===== config.mk =====
export PLATFORM = sky130hd
export DESIGN_NAME = passthrough_rr_arbiter
export DESIGN_NICKNAME = d
export VERILOG_FILES = /design/src/rtl/passthrough_arb_pkg.sv /design/src/rtl/rr_priority_pick.sv /design/src/rtl/passthrough_rr_arbiter.sv
export SDC_FILE = /design/constraint.sdc
export NUM_CORES = 1
export LEC_CHECK = 0
export CORE_UTILIZATION = 44
export CTS_CLUSTER_SIZE = 24
export DETAILED_ROUTE_END_ITERATION = 12
export HOLD_SLACK_MARGIN = 0.1
export PLACE_DENSITY = 0.8
export SKIP_CTS_REPAIR_TIMING = 1
export SLEW_MARGIN = 15
export SYNTH_ARGS = -nofsm -noshare
export SYNTH_HDL_FRONTEND = slang
export SYNTH_SLANG_ARGS = --single-unit

===== constraint.sdc =====
create_clock -name clock -period 4.5 [get_ports clock]
set_input_delay 0.675 -clock clock [delete_from_list [all_inputs] [get_ports clock]]
set_output_delay 0.675 -clock clock [all_outputs]
set_load 0.05 [all_outputs]

===== src/rtl/passthrough_arb_pkg.sv =====
// Shared types and helpers for the round-robin passthrough arbiter.
package passthrough_arb_pkg;

  localparam int unsigned W_DEFAULT = 10;

  typedef enum logic {IDLE, LOCKED} arb_state_e;

  // Index width; a 2-entry space still needs one bit.
  function automatic int unsigned idx_clog2(input int unsigned n);
    return (n <= 2) ? 1 : $clog2(n);
  endfunction

  function automatic int unsigned wrap_inc(input int unsigned v, input int unsigned n);
    return (v + 1 >= n) ? 0 : v + 1;
  endfunction

endpackage


===== src/rtl/rr_priority_pick.sv =====
// Round-robin priority pick: rotate requests by ptr, take the first set bit, un-rotate.
module rr_priority_pick
  import passthrough_arb_pkg::*;
#(
  parameter int unsigned N  = 4,
  parameter int unsigned IW = idx_clog2(N)
) (
  input  logic [N-1:0]  req_i,
  input  logic [IW-1:0] ptr_i,
  output logic [IW-1:0] sel_o,
  output logic          any_o
);

  logic [N-1:0] rot;
  int unsigned  ptr_ext;
  int unsigned  j;
  int unsigned  off;
  int unsigned  sum;
  logic         found;

  assign ptr_ext = 32'(ptr_i);
  assign any_o   = |req_i;

  always_comb begin
    rot = '0;
    j   = 0;
    for (int unsigned k = 0; k < N; k++) begin
      j = ptr_ext + k;
      if (j >= N) j = j - N;
      rot[k] = req_i[j[IW-1:0]];
    end
  end

  always_comb begin
    off   = 0;
    found = 1'b0;
    for (int unsigned k = 0; k < N; k++) begin
      if (!found && rot[k]) begin
        found = 1'b1;
        off   = k;
      end
    end
    sum = ptr_ext + off;
    if (sum >= N) sum = sum - N;
    sel_o = sum[IW-1:0];
  end

endmodule


===== src/rtl/passthrough_rr_arbiter.sv =====
// Round-robin arbiter with burst locking in front of a single registered passthrough lane.
module passthrough_rr_arbiter
  import passthrough_arb_pkg::*;
#(
  parameter  int unsigned N     = 4,
  parameter  int unsigned W     = W_DEFAULT,
  parameter  int unsigned BURST = 4,
  localparam int unsigned IW    = idx_clog2(N)
) (
  input  logic           clock,
  input  logic           reset,
  input  logic [N-1:0]   io_in_valid,
  output logic [N-1:0]   io_in_ready,
  input  logic [N*W-1:0] io_in_bits,
  output logic           io_out_valid,
  input  logic           io_out_ready,
  output logic [W-1:0]   io_out_bits,
  output logic [IW-1:0]  io_grant_idx,
  output logic           io_busy
);

  arb_state_e    state_q, state_d;
  logic [IW-1:0] ptr_q, ptr_d;
  logic [IW-1:0] owner_q, owner_d;
  logic [IW-1:0] grant_q, grant_d;
  logic [3:0]    cnt_q, cnt_d;
  logic          out_valid_q, out_valid_d;
  logic [W-1:0]  out_bits_q, out_bits_d;

  logic [W-1:0]  lane [N];
  logic [IW-1:0] pick_sel;
  logic          pick_any;
  logic [IW-1:0] sel;
  logic          have_sel;
  logic          can_load;
  logic          xfer;

  always_comb begin
    for (int unsigned i = 0; i < N; i++) lane[i] = io_in_bits[i*W +: W];
  end

  rr_priority_pick #(.N(N), .IW(IW)) u_pick (
    .req_i (io_in_valid),
    .ptr_i (ptr_q),
    .sel_o (pick_sel),
    .any_o (pick_any)
  );

  assign can_load = !out_valid_q || io_out_ready;
  assign sel      = (state_q == LOCKED) ? owner_q : pick_sel;
  assign have_sel = (state_q == LOCKED) || pick_any;
  assign xfer     = have_sel && can_load && io_in_valid[sel];

  // Gated by reset so the handshake drops the moment reset asserts, not at the next edge.
  always_comb begin
    io_in_ready = '0;
    if (reset && have_sel && can_load) io_in_ready[sel] = 1'b1;
  end

  always_comb begin
    state_d     = state_q;
    ptr_d       = ptr_q;
    owner_d     = owner_q;
    grant_d     = grant_q;
    cnt_d       = cnt_q;
    out_valid_d = out_valid_q;
    out_bits_d  = out_bits_q;

    unique case (state_q)
      IDLE: begin
        if (xfer) begin
          owner_d = sel;
          grant_d = sel;
          cnt_d   = 4'd1;
          if (BURST == 1) ptr_d = IW'(wrap_inc(32'(sel), N));
          else            state_d = LOCKED;
        end
      end
      LOCKED: begin
        if (!io_in_valid[owner_q]) begin
          state_d = IDLE;
          ptr_d   = IW'(wrap_inc(32'(owner_q), N));
          cnt_d   = '0;
        end else if (xfer) begin
          if (32'(cnt_q) + 1 == BURST) begin
            state_d = IDLE;
            ptr_d   = IW'(wrap_inc(32'(owner_q), N));
            cnt_d   = '0;
          end else begin
            cnt_d = cnt_q + 4'd1;
          end
        end
      end
      default: state_d = IDLE;
    endcase

    if (xfer) begin
      out_valid_d = 1'b1;
      out_bits_d  = lane[sel];
    end else if (io_out_ready) begin
      out_valid_d = 1'b0;
    end
  end

  always_ff @(posedge clock or negedge reset) begin
    if (!reset) begin
      state_q     <= IDLE;
      ptr_q       <= '0;
      owner_q     <= '0;
      grant_q     <= '0;
      cnt_q       <= '0;
      out_valid_q <= 1'b0;
      out_bits_q  <= '0;
    end else begin
      state_q     <= state_d;
      ptr_q       <= ptr_d;
      owner_q     <= owner_d;
      grant_q     <= grant_d;
      cnt_q       <= cnt_d;
      out_valid_q <= out_valid_d;
      out_bits_q  <= out_bits_d;
    end
  end

  assign io_out_valid = out_valid_q;
  assign io_out_bits  = out_bits_q;
  assign io_grant_idx = grant_q;
  assign io_busy      = (state_q == LOCKED) || out_valid_q;

endmodule


### Word-level counts from Yosys, hierarchy flattened

Cells that the tools add are included.
Widths: inputs -> output; s select.

* output and inout port bits: 18
* register bits: 20
* word-level logic and storage cells: 105

* bitwise operators: 2
* muxes and demuxes: 46
* add/sub/neg operators: 12
* magnitude comparators: 14
* equal/unequal tests: 5
* reductions and logical operators: 20

Operator list (count)
* $mux 2: 12
* $bmux 10 s2: 1
* $mux 10: 2
* $mux 4: 5
* $ge 3x3->1 const B: 6
* $lt 2x3->1 const B: 6
* $mux 1: 17
* $bmux 1 s2: 6
* $sub 2x1->2 const B: 5
* $logic_and 1x1->1: 8
* $pmux 4 s2: 1
* $add 2x1->3 const B: 2
* $add 2x2->3 const B: 2
* $add 4x1->5 const B: 1
* $eq 5x3->1 const B: 1
* $add 4x1->4 const B: 1
* $logic_not 1->1: 4
* $ne 2x2->1 const B: 2
* $reduce_and 2->1: 2
* $reduce_or 4->1: 1
* $add 2x2->3: 1
* $ge 2x3->1 const B: 1
* $logic_or 1x1->1: 3
* $ne 3x3->1 const B: 1
* 8 further kinds: 8

### Logic depth before layout (Yosys ltp)

Gate-level depths: netlist of run 1.

* depth in word-level cells: 24
* mapped depth: 15

### Cells and area by module

A second synthesis of run 1 with hierarchy kept.

* cells, all modules: 188
* area total of the unflattened synthesis: 1584.0 µm²

Modules (own cells, without submodules)
* passthrough_rr_arbiter: instances 1, cells an instance 160, seq. area each 500.5 µm², area an instance 1393.8 µm²
* rr_priority_pick: instances 1, cells an instance 28, seq. area each 0.0 µm², area an instance 190.2 µm²

### Worst setup path before layout of run 1

No wires, ideal clock.

* path kind: input to output
* from: in io_in_valid[0]
* to: out io_in_ready[0]
* path buffers: 2
* slack: 0.473 ns
* stages: 10
* data arrival time: 3.352 ns
* required time: 3.825 ns
* path through: buf_2 > nor2_1 > a221oi_1 > a21oi_1 > a221o_1 > ha_1 > mux2i_1 > clkbuf_1 > nand3_1 > nor2_1

* cells in the longest elaborated chain, start to end: 21

Ends and longest elaborated chain
* from (decl): RTL line passthrough_rr_arbiter.sv:12 `input logic [N-1:0] io_in_valid,`
* $bmux 1 s2: RTL line rr_priority_pick.sv:30 `rot[k] = req_i[j[IW-1:0]];`
* $mux 1 (implied by the code): RTL line rr_priority_pick.sv:30
* $mux 1: RTL line rr_priority_pick.sv:38 `if (!found && rot[k]) begin`
* $logic_not 1->1: RTL line rr_priority_pick.sv:38
* $logic_and 1x1->1: RTL line rr_priority_pick.sv:38
* $mux 1: RTL line rr_priority_pick.sv:38
* $logic_not 1->1: RTL line rr_priority_pick.sv:38
* $logic_and 1x1->1: RTL line rr_priority_pick.sv:38
* (+5 left out)
* $ge 3x3->1 / $sub 2x1->2 (equally long branches): RTL line rr_priority_pick.sv:44 `if (sum >= N) sum = sum - N;`
* $mux 2: RTL line rr_priority_pick.sv:44
* $mux 2: RTL line passthrough_rr_arbiter.sv:50 `assign sel = (state_q == LOCKED) ? owner_q : pick_sel;`
* $lt 2x3->1 (implied by the code) / $ge 2x1->1 (equally long branches): RTL line passthrough_rr_arbiter.sv:57 `if (reset && have_sel && can_load) io_in_ready[sel] = 1'b1;`
* $logic_and 1x1->1 (implied by the code): RTL line passthrough_rr_arbiter.sv:57
* $mux 1 (implied by the code): RTL line passthrough_rr_arbiter.sv:57
* $demux 1 s2: RTL line passthrough_rr_arbiter.sv:57
* $mux 4 (*): RTL line passthrough_rr_arbiter.sv:57
* to (decl): RTL line passthrough_rr_arbiter.sv:13 `output logic [N-1:0] io_in_ready,`

Mark *: on every way between the ends. The rest lies on a longest branch, timed or not. The select of a mux whose other input is x is not followed.

### Worst setup path in the final report of run 1

* from: in io_in_valid[1]
* to: out io_in_ready[3]

Same word-level chain as after synthesis.

==> flow_summary.ini, run 1 <==
[yosys]
ys_types = 51
yosys-top-cells-area = dfrtp_1, mux2i_1, mux2_2
ys_warn_count = 0
synth-seq-cells = 20
synth_top_area_cell = dfrtp_1
synthCells = 182
syn_nets = 232
async_flop_share = 1.00
synthFlopType = dfrtp_1
synthesis.area_um2 = 1660
synth_seq_area_share = 0.302
netlist.area_leader.share = 0.302
synth_edf_count = 0
syn_avg_cell_area_um2 = 9.12

[critical_path]
crit_buf_inv = 2
arrival_ns = 3.44
cp_top_family = compound AO/OA/AOI/OAI gates
crit_type = primary input to output port
end_kind = output port
worstPathCellList = clkdlybuf4s50_1, nor2b_1, a221oi_1, a21oi_1, a221o_1, ha_1, xor2_2, nor4_1, a221oi_2, nand2_1, nor2_1, buf_12
slowest_stage = clkdlybuf4s50_1
start_kind = primary input
path_max_fanout = 8
worstPathRequired_ns = 3.83
max_stage_delay_ns = 0.59

[timing]
period_share = 0.914
fin_skew_ns = 0.00500
worstMarginPinSlew_ns = 0.749
period_minus_slack_ns = 4.11
rsz0062_at_grt = false
finalSetupViolCount = 0
slew_headroom = 0.494
fin_setup_tns_ns = 0
max_freq_mhz = 243
hold_viol_final = 0
slew_viol_final = 0

[place]
io_buffers = 64
gp_congestion = 0.774
dp_hpwl_um = 3210

[power]
powerDensity_nw_per_um2 = 891
peakVddDrop_mv = 0.695
leakagePower_nw = 1.01
finalPower_mw = 2.16

[die]
io_pins = 65
die_y_um = 63.4
die-area_um2 = 4020
initial_core_util = 0.478
row_count = 21
core-area_um2 = 3470
die_w_um = 63.4

[status]
status = finished, final reports clean

[cts]
clk_pin_slew_ns = 0.08
cts_tree = yes
clock-sinks = 20
cts-root-buf = clkbuf_8
clk_latency_ns = 0.26
cts.path.max_buffers = 2
cts_htree_levels = 1
cts_buffers = 3

[final_layout]
mostFrequentLayoutCells = clkdlybuf4s50_1, nand2_1, dfrtp_1
diodes = 0
finalNetCount = 295
areaGrowthSynthToFinish_pct = 46.5
drive_gt1_frac = 0.189
final_common_cell = clkdlybuf4s50_1

[detailed_routing]
drt-initial-drc-count = 73
route.vias.total = 1548
drc = 0
antenna_left = 0
drt_pass1_iterations = 4
wl_per_cell_um = 13.8
vias_per_cell = 5.34
routed_wl_um = 4000

[worst_hold_path]
hp-class = flip-flop to flip-flop

[global_route]
grt_use_total = 0.213
overflow = 0
grt_pass1_wl_um = 6610
grt_pass1_vias = 1487
antenna_found_initial = 0
grt_max_degree = 23

[job]
max_cap_violations = 0
[synthesized netlist by cell type, types with 5 or more instances]
cell	n
nor3_1	5
nor2_1	11
nor2b_1	5
o21ai_0	13
nand2_1	27
o21ai_1	5
mux2i_1	13
a21oi_1	6
mux2_2	11
dfrtp_1	20
clkbuf_1	5
o21ai_2	6
[report_power, final]
part | switching (mW) | total, mW | internal [mW]
clock | 0.0610 | 0.180 | 0.119
sequential | 0.100 | 0.373 | 0.272
combinational | 0.939 | 1.61 | 0.674
[worst min-delay path, stage by stage, from the launching register on]
cell     delay, ns
dfrtp_1       0.35
nand2_1       0.06
o21ai_2       0.05
[cells by family (layout without fill, tap and decap cells)]
group / after synthesis / count (layout) / synth area share
XOR/XNOR: 1 / 1 / 0.00981
buffers and inverters: 15 / 77 / 0.0520
flip-flops: 20 / 20 / 0.302
multiplexers: 29 / 29 / 0.196
AO/OA/AOI/OAI: 49 / 49 / 0.224
AND/OR/NAND/NOR: 65 / 65 / 0.194
adder cells (fa/ha/maj): 3 / 3 / 0.0226
[path summary, 6_finish.rpt]
path / from / end / slack (ns) / cells past startpoint
setup / recovery: io_in_valid[1] / io_in_ready[3] / 0.39 / 12
hold / removal: io_out_bits[5] / io_out_bits[5] / 0.48 / 2
setup reg to reg: ptr_q[0] / io_out_bits[3] / 1.03 / 11
hold reg to reg: io_out_bits[5] / io_out_bits[5] / 0.48 / 2
max in group asynchronous: reset / io_out_bits[0] / 3.52 / 2
min in group asynchronous: reset / io_grant_idx[0] / 0.76 / 2
[layer usage]
metal,track usage,vias up,wire length [µm]
met5,0,-,0
met4,0.0653,0,74
met3,0.0562,9,206
met2,0.366,39,1980
met1,0.256,717,1740
li1,-,783,-
[stage by stage]
step	setup WS (ns)	cells	utilization	hold WS, ns	area, µm²
finish	0.389	290	0.701	0.481	2430
global route	0.199	290	0.701	0.506	2430
CTS	0.398	290	0.701	0.484	2430
detailed placement	0.392	286	0.680	0.466	2360
global placement	0.468	286	0.680	0.460	2360
floorplan	0.473	182	-	0.379	1660
[layout make-up]
type,count,area [µm²]
Multi-Input combinational cell,147,1080
Fill cell,285,1040
Timing Repair Buffer,70,713
Sequential cell,20,500
Tap cell,46,57.6
Clock buffer,3,41.3
Clock inverter,1,30.0
Inverter,3,11.3
[flip-flops by register name (all words and copies together), names as in the netlist]
name,flops
io_out_bits,10
io_grant_idx,2
cnt_q,4
state_q,1
io_out_valid,1
ptr_q,2
(Power assumes the default switching activity.)
==> run 2, diff against run 1 <==
Settings changed: CORE_MARGIN set to 1.
==> results of run 2 <==
Final layout, timing and power as in run 1 (identical DEF).
==> run 3, diff against run 2 <==
Settings changed: CTS_CLUSTER_SIZE 24 to 8, SETUP_SLACK_MARGIN set to 0.15.
==> results of run 3 <==
Final layout, timing and power as in run 1 (identical DEF).
